<file path="src/rtl/xgriscv_halt_ctrl.sv">
// Retirement monitor and halt controller: counts cycles and retirements in the
// writeback stage and freezes the core on a PC breakpoint, retire limit or watchdog.
module xgriscv_halt_ctrl #(
    parameter int unsigned TIMEOUT = 1024,
    parameter int unsigned CNT_W   = 32
) (
    input  logic             clk,
    input  logic             rst,
    input  logic             validW,
    input  logic [31:0]      pcW,
    input  logic             bp_en,
    input  logic [31:0]      bp_pc,
    input  logic [CNT_W-1:0] max_retire,
    input  logic             resume,
    output logic             freeze,
    output logic             halted,
    output logic [1:0]       halt_reason,
    output logic [31:0]      last_pc,
    output logic [CNT_W-1:0] retire_cnt,
    output logic [CNT_W-1:0] cycle_cnt
);

    // 17 bits covers the largest legal TIMEOUT-1 (65535) with headroom.
    localparam int unsigned   WdW    = 17;
    localparam logic [WdW-1:0] WdLast = WdW'(TIMEOUT - 1);

    localparam logic [1:0] ReasonNone = 2'b00;
    localparam logic [1:0] ReasonBp   = 2'b01;
    localparam logic [1:0] ReasonLim  = 2'b10;
    localparam logic [1:0] ReasonWd   = 2'b11;

    typedef enum logic [1:0] {
        StRun,
        StHalted,
        StStep
    } state_e;

    state_e           state_q, state_d;
    logic [1:0]       reason_q, reason_d;
    logic [31:0]      last_pc_q, last_pc_d;
    logic [CNT_W-1:0] retire_q, retire_d;
    logic [CNT_W-1:0] cycle_q, cycle_d;
    logic [WdW-1:0]   wd_q, wd_d;

    logic bp_hit, lim_hit, wd_hit;

    always_ff @(posedge clk) begin
        if (rst) begin
            state_q   <= StRun;
            reason_q  <= ReasonNone;
            last_pc_q <= '0;
            retire_q  <= '0;
            cycle_q   <= '0;
            wd_q      <= '0;
        end else begin
            state_q   <= state_d;
            reason_q  <= reason_d;
            last_pc_q <= last_pc_d;
            retire_q  <= retire_d;
            cycle_q   <= cycle_d;
            wd_q      <= wd_d;
        end
    end

    always_comb begin
        // A step must be able to leave the breakpoint it stopped on.
        bp_hit  = validW && bp_en && (pcW == bp_pc)
                  && !((state_q == StStep) && (pcW == last_pc_q));
        // Widened by one bit so the limit still fires at a saturated count.
        lim_hit = validW && (max_retire != '0)
                  && (({1'b0, retire_q} + (CNT_W + 1)'(1)) >= {1'b0, max_retire});
        wd_hit  = !validW && (wd_q == WdLast);
    end

    always_comb begin
        state_d   = state_q;
        reason_d  = reason_q;
        last_pc_d = last_pc_q;
        retire_d  = retire_q;
        cycle_d   = cycle_q;
        wd_d      = wd_q;

        unique case (state_q)
            StRun, StStep: begin
                cycle_d = (cycle_q == '1) ? cycle_q : cycle_q + CNT_W'(1);
                if (validW) begin
                    retire_d  = (retire_q == '1) ? retire_q : retire_q + CNT_W'(1);
                    last_pc_d = pcW;
                    wd_d      = '0;
                end else begin
                    wd_d = wd_q + WdW'(1);
                end

                if (bp_hit) begin
                    state_d  = StHalted;
                    reason_d = ReasonBp;
                end else if (lim_hit) begin
                    state_d  = StHalted;
                    reason_d = ReasonLim;
                end else if (wd_hit) begin
                    state_d  = StHalted;
                    reason_d = ReasonWd;
                end else if ((state_q == StStep) && validW && (pcW != last_pc_q)) begin
                    state_d = StRun;
                end
            end
            StHalted: begin
                if (resume) begin
                    state_d  = StStep;
                    reason_d = ReasonNone;
                    wd_d     = '0;
                end
            end
            default: state_d = StRun;
        endcase
    end

    assign freeze      = (state_q == StHalted);
    assign halted      = (state_q == StHalted);
    assign halt_reason = reason_q;
    assign last_pc     = last_pc_q;
    assign retire_cnt  = retire_q;
    assign cycle_cnt   = cycle_q;

endmodule

</file>
<file path="config.mk">
export PLATFORM = sky130hd
export DESIGN_NAME = xgriscv_halt_ctrl
export DESIGN_NICKNAME = d
export VERILOG_FILES = /design/src/rtl/xgriscv_halt_ctrl.sv
export SDC_FILE = /design/constraint.sdc
export NUM_CORES = 1
export LEC_CHECK = 0
export BUFFER_PORTS_ARGS = -buffer_cell sky130_fd_sc_hd__buf_4
export CORE_ASPECT_RATIO = 1.2
export CORE_UTILIZATION = 48
export DETAILED_ROUTE_END_ITERATION = 7
export GPL_TIMING_DRIVEN = 0
export PLACE_DENSITY = 0.84
export SYNTH_ARGS = -nofsm -noshare
export SYNTH_HDL_FRONTEND = slang
export SYNTH_SLANG_ARGS = --single-unit
</file>
<file path="constraint.sdc">
create_clock -name clk -period 3.8 [get_ports clk]
set_input_delay 0.76 -clock clk [delete_from_list [all_inputs] [get_ports clk]]
set_output_delay 0.76 -clock clk [all_outputs]
set_load 0.01 [all_outputs]
</file>
# Word level (Yosys, flattened, before mapping)
# Cells that the tools add are included.
# word_totals
register_bits	117
input_bits	101
out_inout_bits	100
wordCells	59
# op_classes
add_sub_neg	4
n_lt_le_gt_ge	1
n_eq_ne	11
n_mux	14
bitwise	2
reduce_logical	21
# ops
op	n
$add 32x1->32 const B	2
$eq 32x32->1	2
$eq 32x32->1 const B	2
$mux 17	2
$pmux 17 s2	1
$add 32x1->33 const B	1
$ge 33x32->1	1
$ne 32x32->1	1
$reduce_bool 32->1	1
$mux 2	9
$add 17x1->17 const B	1
$eq 17x10->1 const B	1
$logic_and 1x1->1	9
$pmux 2 s2	2
$reduce_and 2->1	4
$reduce_and 3->1	2
$ne 5x5->1 const B	1
$ne 4x4->1 const B	1
$eq 2x1->1 const B	1
$eq 2x2->1 const B	1
$logic_not 1->1	2
$logic_not 2->1	1
$ne 2x2->1 const B	1
$not 1->1	2
2 further kinds	2

# Longest topological paths before layout
# depth
ltp_word	8
depth_mapped	15
depth_no_buf	15

# Least setup slack after synthesis
# Ideal clock, no wire load.
# synth_path
kind	flip-flop to flip-flop
startpoint	register retire_q[0], in the netlist retire_cnt[0]
endpoint	register reason_q[1], in the netlist halt_reason[1]
setup_ps	86
arrival_time_ps	3558
t_required_ps	3714
path_slack_ps	156
path_stages_with_launch	14
path_buffers	0
synth_period_minus_slack_ps	3644
cell_sequence	dfxtp_1 ha_1 nand3_1 or3_4 nor3_1 xor2_1 ha_1 nand4_1 or4_1 or3_1 a21oi_1 o21bai_1 a31o_1 a221oi_2
# synth_between
elab_chain_len	6
word_cells_on_any_way	8
cone_classes	1 x add/sub; 1 x order compare; 1 x eq/ne; 3 x mux; 2 x reduce/logical
# synth_lines
item	line	rtl
start: declaration	41	logic [CNT_W-1:0] retire_q, retire_d;
start signal: assignment	59	retire_q <= retire_d;
$add 32x1->33 *	71	&& (({1'b0, retire_q} + (CNT_W + 1)'(1)) >= {1'b0, max_retire});
$ge 33x32->1 *	71	
$logic_and 1x1->1 *	71	
$mux 2	97	end else if (lim_hit) begin
$mux 2	94	if (bp_hit) begin
$pmux 2 s2	83	unique case (state_q)
end signal: assignment	50	reason_q <= ReasonNone;
end signal: assignment	57	reason_q <= reason_d;
end: declaration	39	logic [1:0] reason_q, reason_d;
# Every way passes the cells marked *; elsewhere a longest branch is shown, timed or not.
# A chain may end at the register's enable or synchronous reset.

# Final worst setup path
# Same ends and word-level chain as after synthesis.

==> flow_metrics.py <==
metrics = {
    "logic_synthesis": {
        "synth_seq_cells": 117,
        "synth_ff_type": "sky130_fd_sc_hd__dfxtp_1",
        "avgSynthCellArea_um2": 7.96,
        "synth_area_leader_cell": "sky130_fd_sc_hd__dfxtp_1",
        "ys_warn_count": 0,
        "ys_top_cells_by_area": "sky130_fd_sc_hd__dfxtp_1 (32%), sky130_fd_sc_hd__xor2_1 (12%), sky130_fd_sc_hd__nand2_1 (6.3%), sky130_fd_sc_hd__ha_1 (6.0%), sky130_fd_sc_hd__a21oi_1 (4.6%)",
        "synth_fp_nets": 1047,
        "synth_enable_flop_cells": 0,
        "yosysSeqAreaShare_pct": 32.3,
        "synthesis.instances": 911,
        "area_of_the_mapped_netlist_um2": 7260,
        "asyncSetResetFlopFracSynth_pct": 0,
        "synth_cell_types": 63,
        "yosysTopAreaCellShare_pct": 32.3,
    },
    "clock_network": {
        "cts-root-buf": "sky130_fd_sc_hd__clkbuf_16",
        "cts_inserted_buffers": 17,
        "ctsHoldBuffers": 0,
        "numClockSinks": 117,
        "clk_pin_slew_ns": 0.05,
        "clock_path_buffers": 2,
        "cts_tree": "done",
        "clock_tree.htree_level_count": 4,
        "skew_pair_late_insertion_delay_ns": 0.42,
    },
    "routing": {
        "routed-via-count": 7485,
        "via_per_inst": 5.56,
        "routedWlPerCell_um": 16.0,
        "detailedRoute.firstPassIterationCount": 5,
        "routed_wl_mm": 21.5,
        "drc_errors": 0,
        "route.antenna.remaining_nets": 0,
        "initialDrtViolationCount": 408,
    },
    "layout": {
        "fin_cells": 1346,
        "antenna_cells": 0,
        "final_net_count": 1270,
        "fraction_of_final_layout_cells_sized_beyond_drive_strength_1_pct": 26.4,
        "stdcell_area_um2": 9700,
        "flow.area_growth_from_synthesis_pct": 33.7,
    },
    "placed_design": {
        "place.detailed.hpwl_mm": 16.5,
        "placement.io_buffers": 199,
        "setup_slack_at_placement_ns": -0.342,
        "detailed_place.area_um2": 9000,
        "gpl.final_weighted_congestion": 0.916,
        "post-place-cells": 1310,
    },
    "worst_setup_path": {
        "worst-setup-path-type": "reg2reg",
        "critical_path.max_fanout": 6,
        "reg2reg_depth": 13,
        "worstSetupEndpointType": "register",
        "critical_path_arrival_ns": 3.99,
        "worstPathRequired_ns": 4.13,
        "timing.critical_path.from_type": "register",
    },
    "global_routing": {
        "aggregate_global_route_resource_usage_pct": 27.9,
        "grt_pass1_vias": 7282,
        "grt_start_max_net_pins": 17,
        "grt_antenna_before_repair": 0,
        "grt_first_pass_wirelength_mm": 34.0,
        "globalRouteOverflowTotal": 0,
    },
    "run_status": {
        "run_status": "finished clean",
    },
    "floorplanning": {
        "start_util_pct": 49.7,
        "dieArea_um2": 15600,
        "chipWidth_um": 114,
        "placement_rows": 48,
        "placeableCoreArea_um2": 14600,
        "dieHeight_um": 137,
        "design.portCount": 201,
    },
    "timing": {
        "worstMarginPinSlew_ns": 0.726,
        "timing.slew.headroom_pct": 51.2,
        "timing.final.crit_period_ns": 3.67,
        "hold_violations": 0,
        "maxClockFrequency_mhz": 273,
        "post-route-worst-setup-slack_ns": 0.132,
        "skew_ns": 0.00962,
        "max_transition_viols_final": 0,
        "final_min_period_over_clock_period_pct": 96.5,
        "number_of_failing_setup_endpoints_in_the_final_timing_report": 0,
    },
    "hold_path": {
        "hold_path_depth": 2,
        "hold_class": "reg2reg",
    },
    "power": {
        "power.density_cell_area_nw_per_um2": 327,
        "ir_worst_vdd_v": 0.000320,
        "power.static_leakage_nw": 4.24,
    },
    "run": {
        "drv_cap": 0,
    },
}
[synth_stat cells, types with 5 or more instances]
cell type	n
sky130_fd_sc_hd__a21oi_2	7
sky130_fd_sc_hd__or3_2	7
sky130_fd_sc_hd__nor3_1	13
sky130_fd_sc_hd__nand2_1	122
sky130_fd_sc_hd__a21o_1	5
sky130_fd_sc_hd__a311oi_1	6
sky130_fd_sc_hd__o21ai_0	32
sky130_fd_sc_hd__ha_1	35
sky130_fd_sc_hd__inv_1	47
sky130_fd_sc_hd__clkbuf_1	27
sky130_fd_sc_hd__xor2_1	100
sky130_fd_sc_hd__o21ai_1	7
sky130_fd_sc_hd__and4_1	9
sky130_fd_sc_hd__dfxtp_1	117
sky130_fd_sc_hd__nor2_1	85
sky130_fd_sc_hd__xnor2_1	36
sky130_fd_sc_hd__and3_1	9
sky130_fd_sc_hd__a22oi_1	6
sky130_fd_sc_hd__nand3_1	32
sky130_fd_sc_hd__a211oi_1	5
sky130_fd_sc_hd__nand4_1	26
sky130_fd_sc_hd__nor4_1	32
sky130_fd_sc_hd__a21oi_1	67
sky130_fd_sc_hd__or3_1	16
[power breakdown]
part,total (W),switching [W],internal [W],leakage [nW]
Combinational,0.000363,0.000191,0.000172,3.01
Clock,0.00153,0.000575,0.000957,0.274
Sequential,0.00128,0.0000283,0.00125,0.954
[logic make-up (layout without fill, tap and decap cells)]
| group | after synthesis | in the layout | synth area share [%] |
|---|---|---|---|
| AOI/OAI and AO/OA | 153 | 153 | 12.7 |
| adders and majority gates | 35 | 35 | 6.04 |
| buffers and inverters | 85 | 320 | 5.26 |
| and+or+nand+nor | 385 | 385 | 27.3 |
| xor gates and xnor gates | 136 | 136 | 16.4 |
| DFF | 117 | 117 | 32.3 |
[cell usage in the layout, fill, tap and decap left out, drive strengths merged, types with 5 or more instances in the layout]
master | Yosys | final
and3 | 11 | 11
a22oi | 6 | 6
a21o | 5 | 5
or3 | 24 | 24
a311oi | 6 | 6
a211oi | 5 | 5
nand3 | 34 | 34
and2 | 5 | 5
inv | 47 | 47
buf | 8 | 212
nor3 | 16 | 16
nor4 | 34 | 34
clkbuf | 30 | 52
a21oi | 74 | 74
nand4 | 28 | 28
nand2 | 122 | 122
o21ai | 39 | 39
nor2 | 85 | 85
clkinv | 0 | 5
xnor2 | 36 | 36
dfxtp | 117 | 117
xor2 | 100 | 100
ha | 35 | 35
and4 | 12 | 12
[per-stage QoR]
stage                     TNS [ns]  utilization, %  power (W)  hold slack (ns)
after CTS                        0            65.9    0.00319            0.484
after floorplan                  0               -    0.00146            0.453
after global routing       -0.0402            66.5    0.00327            0.504
final                            0            66.5    0.00318            0.483
after global placement      -0.806            61.7    0.00166            0.463
after detailed placement    -0.934            61.7    0.00166            0.475
[final timing paths]
| kind | slack [ns] | end | startpoint |
|---|---|---|---|
| worst max-delay path | 0.13 | halt_reason[1] | retire_cnt[0] |
| worst max register to register | 0.13 | halt_reason[1] | retire_cnt[0] |
| worst min register to register | 0.48 | last_pc[22] | last_pc[22] |
| worst min-delay path | 0.48 | last_pc[22] | last_pc[22] |
[metal layers]
layer	vias up	global-route usage, %	part of all wire (%)
li1	3624	-	-
met1	3509	28.9	39
met2	300	51.6	51
met3	52	6.29	5.5
met4	0	15.7	4.1
met5	-	0	0
[worst max-delay path, cell delays in order (launching register included)]
cell and delay, ns:
sky130_fd_sc_hd__dfxtp_4 0.40, sky130_fd_sc_hd__ha_4 0.17, sky130_fd_sc_hd__nand3_2 0.13, sky130_fd_sc_hd__or3_4 0.40, sky130_fd_sc_hd__nor3_4 0.22, sky130_fd_sc_hd__xor2_1 0.09, sky130_fd_sc_hd__ha_1 0.32, sky130_fd_sc_hd__nand4_1 0.18
sky130_fd_sc_hd__or4_4 0.59, sky130_fd_sc_hd__or3_1 0.40, sky130_fd_sc_hd__a21oi_2 0.18, sky130_fd_sc_hd__o21bai_2 0.10, sky130_fd_sc_hd__a31o_1 0.20, sky130_fd_sc_hd__a221oi_2 0.20
[what timing repair did]
item / in CTS / in global routing
pin swaps: 1 / 4
buffers inserted: 2 / 3
setup endpoints to repair: 4 / 4
gates resized for setup: 9 / 19
gates cloned: 0 / 0
[sequential cells by signal (all words and copies together), names as in the netlist]
name,cells
last_pc,32
retire_cnt,32
state_q,2
cycle_cnt,32
wd_q,17
halt_reason,2
[final cells by class]
cell class,instances,area [um2]
multi-input cells,709,4620
fillers,1233,4900
well taps,200,250
clock inverters,9,77.6
inverters,47,176
repair buffers,204,1530
plain buffers,38,205
clock buffers,22,484
flip-flops and latches,117,2350
(Power assumes the default switching activity.)
